### src/rtl/mmio_mbox_pkg.sv
// mmio_mbox_pkg: shared definitions for the MMIO mailbox slot core.
// Holds the word register indices, the STATUS/CTRL bit positions and the
// packed STATUS layout used by mmio_mbox_core.
package mmio_mbox_pkg;

  // Word register indices
  localparam logic [4:0] REG_RX_DATA = 5'd0;
  localparam logic [4:0] REG_STATUS  = 5'd1;
  localparam logic [4:0] REG_RX_POP  = 5'd2;
  localparam logic [4:0] REG_TX_DATA = 5'd3;
  localparam logic [4:0] REG_CTRL    = 5'd4;

  // STATUS bit positions
  localparam int unsigned ST_RX_EMPTY = 0;
  localparam int unsigned ST_RX_FULL  = 1;
  localparam int unsigned ST_TX_EMPTY = 2;
  localparam int unsigned ST_TX_FULL  = 3;
  localparam int unsigned ST_RX_UNF   = 4;
  localparam int unsigned ST_TX_OVF   = 5;
  localparam int unsigned ST_RX_CNT   = 8;
  localparam int unsigned ST_TX_CNT   = 16;

  // CTRL bit positions
  localparam int unsigned CTRL_FLUSH_RX  = 0;
  localparam int unsigned CTRL_FLUSH_TX  = 1;
  localparam int unsigned CTRL_CLR_STICK = 2;
  localparam int unsigned CTRL_THR_LSB   = 8;

  // STATUS word, MSB first
  typedef struct packed {
    logic [7:0] rsvd_hi;
    logic [7:0] tx_count;
    logic [7:0] rx_count;
    logic [1:0] rsvd_lo;
    logic       tx_ovf;
    logic       rx_unf;
    logic       tx_full;
    logic       tx_empty;
    logic       rx_full;
    logic       rx_empty;
  } status_t;

endpackage

### src/rtl/mbox_fifo.sv
// mbox_fifo: synchronous FIFO of 2**DEPTH_LOG2 entries of DW bits.
// Ports: clk_i/rst_ni clock and async active-low reset; push_i/data_i write
// side; pop_i read side; flush_i empties the FIFO and overrides push/pop;
// full_o/empty_o/count_o occupancy; head_o oldest entry (0 when empty).
// Push while full and pop while empty are ignored.
module mbox_fifo #(
  parameter int unsigned DW         = 32,
  parameter int unsigned DEPTH_LOG2 = 4
) (
  input  logic                clk_i,
  input  logic                rst_ni,
  input  logic                push_i,
  input  logic [DW-1:0]       data_i,
  input  logic                pop_i,
  input  logic                flush_i,
  output logic                full_o,
  output logic                empty_o,
  output logic [DEPTH_LOG2:0] count_o,
  output logic [DW-1:0]       head_o
);

  localparam int unsigned Depth = 2 ** DEPTH_LOG2;
  localparam logic [DEPTH_LOG2-1:0] PtrOne = 1;
  localparam logic [DEPTH_LOG2:0]   CntOne = 1;
  localparam logic [DEPTH_LOG2:0]   CntFull = (DEPTH_LOG2 + 1)'(Depth);

  logic [DW-1:0]         mem_q [Depth];
  logic [DEPTH_LOG2-1:0] wptr_q, wptr_d, rptr_q, rptr_d;
  logic [DEPTH_LOG2:0]   count_q, count_d;
  logic                  push_ok, pop_ok;

  assign full_o  = (count_q == CntFull);
  assign empty_o = (count_q == '0);
  assign count_o = count_q;
  assign head_o  = empty_o ? '0 : mem_q[rptr_q];

  assign push_ok = push_i & ~full_o & ~flush_i;
  assign pop_ok  = pop_i & ~empty_o & ~flush_i;

  always_comb begin
    wptr_d  = wptr_q;
    rptr_d  = rptr_q;
    count_d = count_q;
    if (flush_i) begin
      wptr_d  = '0;
      rptr_d  = '0;
      count_d = '0;
    end else begin
      if (push_ok) wptr_d = wptr_q + PtrOne;
      if (pop_ok)  rptr_d = rptr_q + PtrOne;
      case ({push_ok, pop_ok})
        2'b10:   count_d = count_q + CntOne;
        2'b01:   count_d = count_q - CntOne;
        default: count_d = count_q;
      endcase
    end
  end

  always_ff @(posedge clk_i or negedge rst_ni) begin
    if (!rst_ni) begin
      wptr_q  <= '0;
      rptr_q  <= '0;
      count_q <= '0;
    end else begin
      wptr_q  <= wptr_d;
      rptr_q  <= rptr_d;
      count_q <= count_d;
    end
  end

  // Storage is not reset; head_o masks stale entries while empty.
  always_ff @(posedge clk_i) begin
    if (push_ok) mem_q[wptr_q] <= data_i;
  end

endmodule

### src/rtl/mmio_mbox_core.sv
// mmio_mbox_core: MMIO mailbox slot responder.
// CPU side: cs/write/read/addr/wr_data/rd_data word registers.
// RX stream s_valid/s_data/s_ready (hardware to CPU), TX stream
// m_valid/m_data/m_ready (CPU to hardware), irq RX threshold level.
// Optional feature macro MMIO_MBOX_IRQ_EN: registered threshold irq; when
// undefined irq is 0, no threshold register exists and CTRL reads 0.
module mmio_mbox_core
  import mmio_mbox_pkg::*;
#(
  parameter int unsigned DW         = 32,
  parameter int unsigned DEPTH_LOG2 = 4
) (
  input  logic          clk,
  input  logic          resetn,
  input  logic          cs,
  input  logic          write,
  input  logic          read,
  input  logic [4:0]    addr,
  input  logic [31:0]   wr_data,
  output logic [31:0]   rd_data,
  input  logic          s_valid,
  input  logic [DW-1:0] s_data,
  output logic          s_ready,
  output logic          m_valid,
  output logic [DW-1:0] m_data,
  input  logic          m_ready,
  output logic          irq
);

  localparam int unsigned CW = DEPTH_LOG2 + 1;

  logic          rx_full, rx_empty, tx_full, tx_empty;
  logic [CW-1:0] rx_count, tx_count;
  logic [DW-1:0] rx_head;
  logic          wr_en, ctrl_wr, rx_pop_req, tx_push_req;
  logic          rx_flush, tx_flush, stick_clr;
  logic          rx_unf_q, rx_unf_d, tx_ovf_q, tx_ovf_d;
  logic [31:0]   ctrl_rd;
  status_t       status;
  logic          unused_wdata;

  assign unused_wdata = ^wr_data;

  assign wr_en       = cs & write;
  assign rx_pop_req  = wr_en & (addr == REG_RX_POP);
  assign tx_push_req = wr_en & (addr == REG_TX_DATA);
  assign ctrl_wr     = wr_en & (addr == REG_CTRL);
  assign rx_flush    = ctrl_wr & wr_data[CTRL_FLUSH_RX];
  assign tx_flush    = ctrl_wr & wr_data[CTRL_FLUSH_TX];
  assign stick_clr   = ctrl_wr & wr_data[CTRL_CLR_STICK];

  // No bypass: readiness depends only on registered occupancy.
  assign s_ready = ~rx_full;
  assign m_valid = ~tx_empty;

  mbox_fifo #(.DW(DW), .DEPTH_LOG2(DEPTH_LOG2)) u_rx_fifo (
    .clk_i   (clk),
    .rst_ni  (resetn),
    .push_i  (s_valid & s_ready),
    .data_i  (s_data),
    .pop_i   (rx_pop_req),
    .flush_i (rx_flush),
    .full_o  (rx_full),
    .empty_o (rx_empty),
    .count_o (rx_count),
    .head_o  (rx_head)
  );

  mbox_fifo #(.DW(DW), .DEPTH_LOG2(DEPTH_LOG2)) u_tx_fifo (
    .clk_i   (clk),
    .rst_ni  (resetn),
    .push_i  (tx_push_req),
    .data_i  (wr_data[DW-1:0]),
    .pop_i   (m_valid & m_ready),
    .flush_i (tx_flush),
    .full_o  (tx_full),
    .empty_o (tx_empty),
    .count_o (tx_count),
    .head_o  (m_data)
  );

  // Sticky flags: a set in the same cycle as a clear wins.
  assign rx_unf_d = (rx_pop_req & rx_empty) | (rx_unf_q & ~stick_clr);
  assign tx_ovf_d = (tx_push_req & tx_full) | (tx_ovf_q & ~stick_clr);

  always_ff @(posedge clk or negedge resetn) begin
    if (!resetn) begin
      rx_unf_q <= 1'b0;
      tx_ovf_q <= 1'b0;
    end else begin
      rx_unf_q <= rx_unf_d;
      tx_ovf_q <= tx_ovf_d;
    end
  end

`ifdef MMIO_MBOX_IRQ_EN
  logic [7:0] thr_q, thr_d;
  logic       irq_q, irq_d;

  assign thr_d = ctrl_wr ? wr_data[CTRL_THR_LSB +: 8] : thr_q;
  assign irq_d = (thr_q != 8'd0) && (8'(rx_count) >= thr_q);

  always_ff @(posedge clk or negedge resetn) begin
    if (!resetn) begin
      thr_q <= 8'd0;
      irq_q <= 1'b0;
    end else begin
      thr_q <= thr_d;
      irq_q <= irq_d;
    end
  end

  assign irq     = irq_q;
  assign ctrl_rd = {16'd0, thr_q, 8'd0};
`else
  assign irq     = 1'b0;
  assign ctrl_rd = 32'd0;
`endif

  always_comb begin
    status          = '0;
    status.rx_empty = rx_empty;
    status.rx_full  = rx_full;
    status.tx_empty = tx_empty;
    status.tx_full  = tx_full;
    status.rx_unf   = rx_unf_q;
    status.tx_ovf   = tx_ovf_q;
    status.rx_count = 8'(rx_count);
    status.tx_count = 8'(tx_count);
  end

  // Read data is driven only for a selected read and held at 0 in reset.
  always_comb begin
    rd_data = 32'd0;
    if (cs && read && resetn) begin
      case (addr)
        REG_RX_DATA: rd_data = 32'(rx_head);
        REG_STATUS:  rd_data = status;
        REG_CTRL:    rd_data = ctrl_rd;
        default:     rd_data = 32'd0;
      endcase
    end
  end

endmodule

### config.mk
export PLATFORM = sky130hd
export DESIGN_NAME = mmio_mbox_core
export DESIGN_NICKNAME = d
export VERILOG_FILES = /design/src/rtl/mmio_mbox_pkg.sv /design/src/rtl/mbox_fifo.sv /design/src/rtl/mmio_mbox_core.sv
export SDC_FILE = /design/constraint.sdc
export NUM_CORES = 1
export LEC_CHECK = 0
export ABC_AREA = 1
export CAP_MARGIN = 20
export CORE_AREA = 2 2 350 352
export DETAILED_ROUTE_END_ITERATION = 8
export DIE_AREA = 0 0 352 354
export PLACE_DENSITY = 0.53
export SLEW_MARGIN = 10
export SYNTH_ARGS = -nofsm -noshare
export SYNTH_HDL_FRONTEND = slang
export SYNTH_SLANG_ARGS = --single-unit
### constraint.sdc
create_clock -name clk -period 3.05 [get_ports clk]
set_input_delay 0.915 -clock clk [delete_from_list [all_inputs] [get_ports clk]]
set_output_delay 0.915 -clock clk [all_outputs]
set_load 0.02 [all_outputs]
==> qor.log <==
[timing] setup-violating endpoint count in the final report 64
[timing] portion of the clock cycle consumed by the worst path in the final layout 1.19
[finish] filler-free cell count of the finished design 5,410
[power_and_ir_drop] Sw Ratio 0.343
[synth] Mapped Area 42,000 sq um
[synth] average cell area after synthesis 13.4 sq um
[grt] GRT Resource Usage Total 0.196
[grt] wire length of the first global-routing pass 184 mm
[setup_path] startpoint of the most critical register-to-register path u_rx_fifo.count_o[1]
[die] top-level port count 143
[place] Post-DP Area 48,900 sq um
[synth] register area share after synthesis 0.748
[timing] number of pins exceeding their max-slew limit in the final report 0
[synth] Mapped Nets 3,233
[timing] unrepaired setup endpoints after global routing yes
[setup_path] launch point of the critical path u_rx_fifo.rptr_q[0]
[place] count of placed standard cells including taps 5,069
[timing] final period demand of the worst path 3.64 ns
[drt] met1 wire length 54.8 mm
[die] Initial Utilization 0.348
[run_status] violated checks setup timing
[timing] setup TNS -30.59 ns
[setup_path] required time at the endpoint of the critical path 2.13 ns
[drt] post-DR vias/cell 5.21
[timing] post-layout worst setup margin -0.593 ns
[power_and_ir_drop] Pint 32.9 mW
[place] half-perimeter wire length of the detailed placement result 74.1 mm
[setup_path] worst setup path endpoint rd_data[9]
[drt] met2 wirelength from detailed routing 62.3 mm
[drt] ANT nets after route 0
[drt] via count of the routed design 28,200
[setup_path] Max stage delay cell, worst path dfrtp_4
[run_status] run status finished with violations
[drt] per-cell routed wire length 23.8 um
[die] area inside the core boundary 121,000 sq um
[run] max_cap viols 0
[timing] Worst-Margin Slew 0.667 ns
[timing] final-layout worst hold slack 0.386 ns
[grt] pin count of the biggest net entering global routing 52
[timing] timing-limited maximum frequency 274 MHz
[power_and_ir_drop] switching pwr 17.2 mW
[setup_path] classification of the worst setup path reg2out
[setup_path] endpoint of the worst register-to-register path u_rx_fifo.count_o[4]
[setup_path] data arrival at the endpoint of the critical path 2.73 ns
[power_and_ir_drop] Clk pwr share 0.260
[setup_path] FF-to-FF setup slack 0.89 ns
[clock_network] CTS tree built
[timing] Fin Clk Skew 0.0437 ns
[clock_network] number of clock buffers inserted by TritonCTS 111
[synth] Post-Syn Instances 3,143
[place] Port Buffer Count 141
[setup_path] peak fanout along the critical path 7
[timing] Slew headroom 0.554
[synth] number of distinct library cell variants in the gate-level netlist after synthesis 45
[drt] top metal layer carrying routed signals met5
[setup_path] cell occurring most often along the worst timing path buf_4
[die] Die H 354 um
[timing] number of hold violations in the final report 0
[setup_path] critical path's largest stage delay 0.56 ns
[drt] met3 wire length 8.01 mm
[die] number of rows created at floorplan 128
[power_and_ir_drop] pwr/cell area 887 nW/um^2
[clock_network] buffers from clock root to sink, at most 3
[setup_path] Critical Path End Type primary output
[die] Horiz. Die Dim 352 um
[worst_hold_path] HP Class in2async
[place] global placer's final weighted congestion 0.802
[finish] final core utilization 0.467
[power_and_ir_drop] part of the power in registers 0.338
[power_and_ir_drop] portion of total power attributed to combinational logic 0.402
[grt] number of global-route vias before repair 27,600
[drt] total iterations of the first detailed-routing run 5
[place] worst setup slack after placement -1.30 ns
[synth] Synthesis Warnings 0
[clock_network] H-tree levels 3
[setup_path] worst reg-to-reg path cell count 17
[clock_network] CTS clock-pin slew for the worst setup and hold paths 0.07 ns
[power_and_ir_drop] highest ir drop seen on vdd 0.691 mV
[clock_network] clock root buffer master clkbuf_16
[die] area of the die 125,000 sq um
[grt] Remaining Overflow, GRT 0
[setup_path] cells along the critical path inv_12 -> buf_12 -> buf_12 -> buf_4 -> buf_4 -> nand2_1 -> a21oi_1 -> o21ai_1 -> o31ai_2 -> o211ai_1 -> a21oi_1 -> buf_4
[synth] Yosys reg bits 1,052
[clock_network] insertion delay to the later sink of the worst-skew pair 0.75 ns
[drt] post-detailed-routing wire length 129 mm
[power_and_ir_drop] P_leak 19.6 nW
[drt] drc violations 0
[grt] number of antenna violations at the first check in global routing 9
[drt] Initial DRC Count 2,391
[finish] area added between synthesis and finish 34.4%
[power_and_ir_drop] overall power 50.1 mW
[finish] final cell area excluding filler cells 56,500 sq um
[clock_network] sinks on the clock net 1,052
[setup_path] CP startpoint kind flip-flop
[finish] share of post-route cells with drive strength above 1 0.291
[clock_network] cts hold-fix bufs 0
[finish] post-layout net count 3,789
==> power by group through the flow <==
stage,sequential [mW],combinational (mW),clock (mW)
2_1_floorplan,17.1,7.88,0
3_3_place_gp,17.2,15.1,0
3_5_place_dp,17.2,15.2,0
4_1_cts,16.9,18.2,13.2
5_1_grt,17.0,21.4,13.8
6_report,16.9,20.2,13.0
==> Yosys cell counts (all sizes together) <==
library cell  count  area share
a221oi           48       0.010
o21bai            2     0.00036
xor2              2     0.00042
buf             133       0.019
o221ai           44      0.0092
nor3b             2     0.00036
nand3            73      0.0093
a21oi           243       0.029
clkbuf           65      0.0058
nor3             37      0.0045
conb              1    0.000089
o21ai           281       0.034
inv              60      0.0055
o211ai            6      0.0011
o22ai           104       0.015
o31ai             6      0.0011
edfxtp         1024        0.73
a211oi           35      0.0062
a22o              1     0.00021
nand4            16      0.0027
a311oi            1     0.00021
clkinv            1     0.00012
nand3b            1     0.00018
ha               14      0.0042
o21a              1     0.00018
nand2           524       0.048
mux2i            66       0.016
nor4              2     0.00030
a31oi             2     0.00030
nor2            320       0.029
dfrtp            28       0.017
==> cells by family after synthesis <==
logic type	after synthesis	synth area share
AOI/OAI and AO/OA	774	0.107
xor gates and xnor gates	2	0.000417
adders and majority gates	14	0.00417
buffers and inverters	259	0.0305
DFF	1052	0.748
muxes	66	0.0157
other	1	0.0000892
and+or+nand+nor	975	0.0944
==> registers in the layout (all words and copies together), names as in the netlist <==
name	flops
u_tx_fifo.mem_q	512
u_tx_fifo.rptr_q	4
u_rx_fifo.mem_q	512
rx_unf_q	1
u_tx_fifo.count_o	5
tx_ovf_q	1
u_tx_fifo.wptr_q	4
u_rx_fifo.rptr_q	4
u_rx_fifo.count_o	5
u_rx_fifo.wptr_q	4
==> what timing repair did <==
action	4_1_cts	5_1_grt
gates resized for setup	695	261
cloned	24	29
pin swaps	107	148
buffers inserted	68	38
setup endpoints to repair	66	64
==> cell type report <==
type | instances | area [sq um]
clock inverters | 65 | 559
repair buffers | 637 | 8080
well taps | 1625 | 2030
repair inverters | 4 | 57.6
inverters | 61 | 289
flip-flops and latches | 1052 | 31500
multi-input cells | 1832 | 11100
clock buffers | 133 | 2920
diodes | 1 | 2.50
fillers | 10600 | 64400
==> critical path, delay by kind of cell (launching register included) <==
kind	cells	cell delay, ns
buffers and inverters	6	0.77
DFF	1	0.56
AOI/OAI and AO/OA	5	0.61
and+or+nand+nor	1	0.05
==> metal layers <==
layer,track usage,vias up
li1,-,12900
met1,0.266,14300
met3,0.0363,209
met4,0.0570,14
met5,0,-
met2,0.323,860
==> worst min path at each step <==
stage	slack, ns	cells past startpoint	to	from
6_report	0.39	3	u_rx_fifo.rptr_q[1]	resetn
5_1_grt	0.38	3	u_rx_fifo.rptr_q[1]	resetn
4_1_cts	0.35	3	u_rx_fifo.rptr_q[1]	resetn
3_5_place_dp	0.57	1	u_rx_fifo.wptr_q[0]	u_rx_fifo.wptr_q[0]
3_3_place_gp	0.55	1	u_rx_fifo.wptr_q[0]	u_rx_fifo.wptr_q[0]
2_1_floorplan	0.47	2	rx_unf_q	rx_unf_q
==> cell usage in the layout, fill, tap and decap left out, types with 45 or more instances in the layout <==
master	count
nor2_1	254
o22ai_1	83
a221oi_2	45
o21ai_0	176
buf_12	132
nand3_1	55
a21oi_2	55
nand2_1	487
clkdlybuf4s50_1	69
buf_4	275
buf_6	78
o21ai_1	63
edfxtp_1	1024
mux2i_1	64
clkbuf_16	140
a21oi_1	181
No activity file was read; power rests on OpenSTA's default activity.
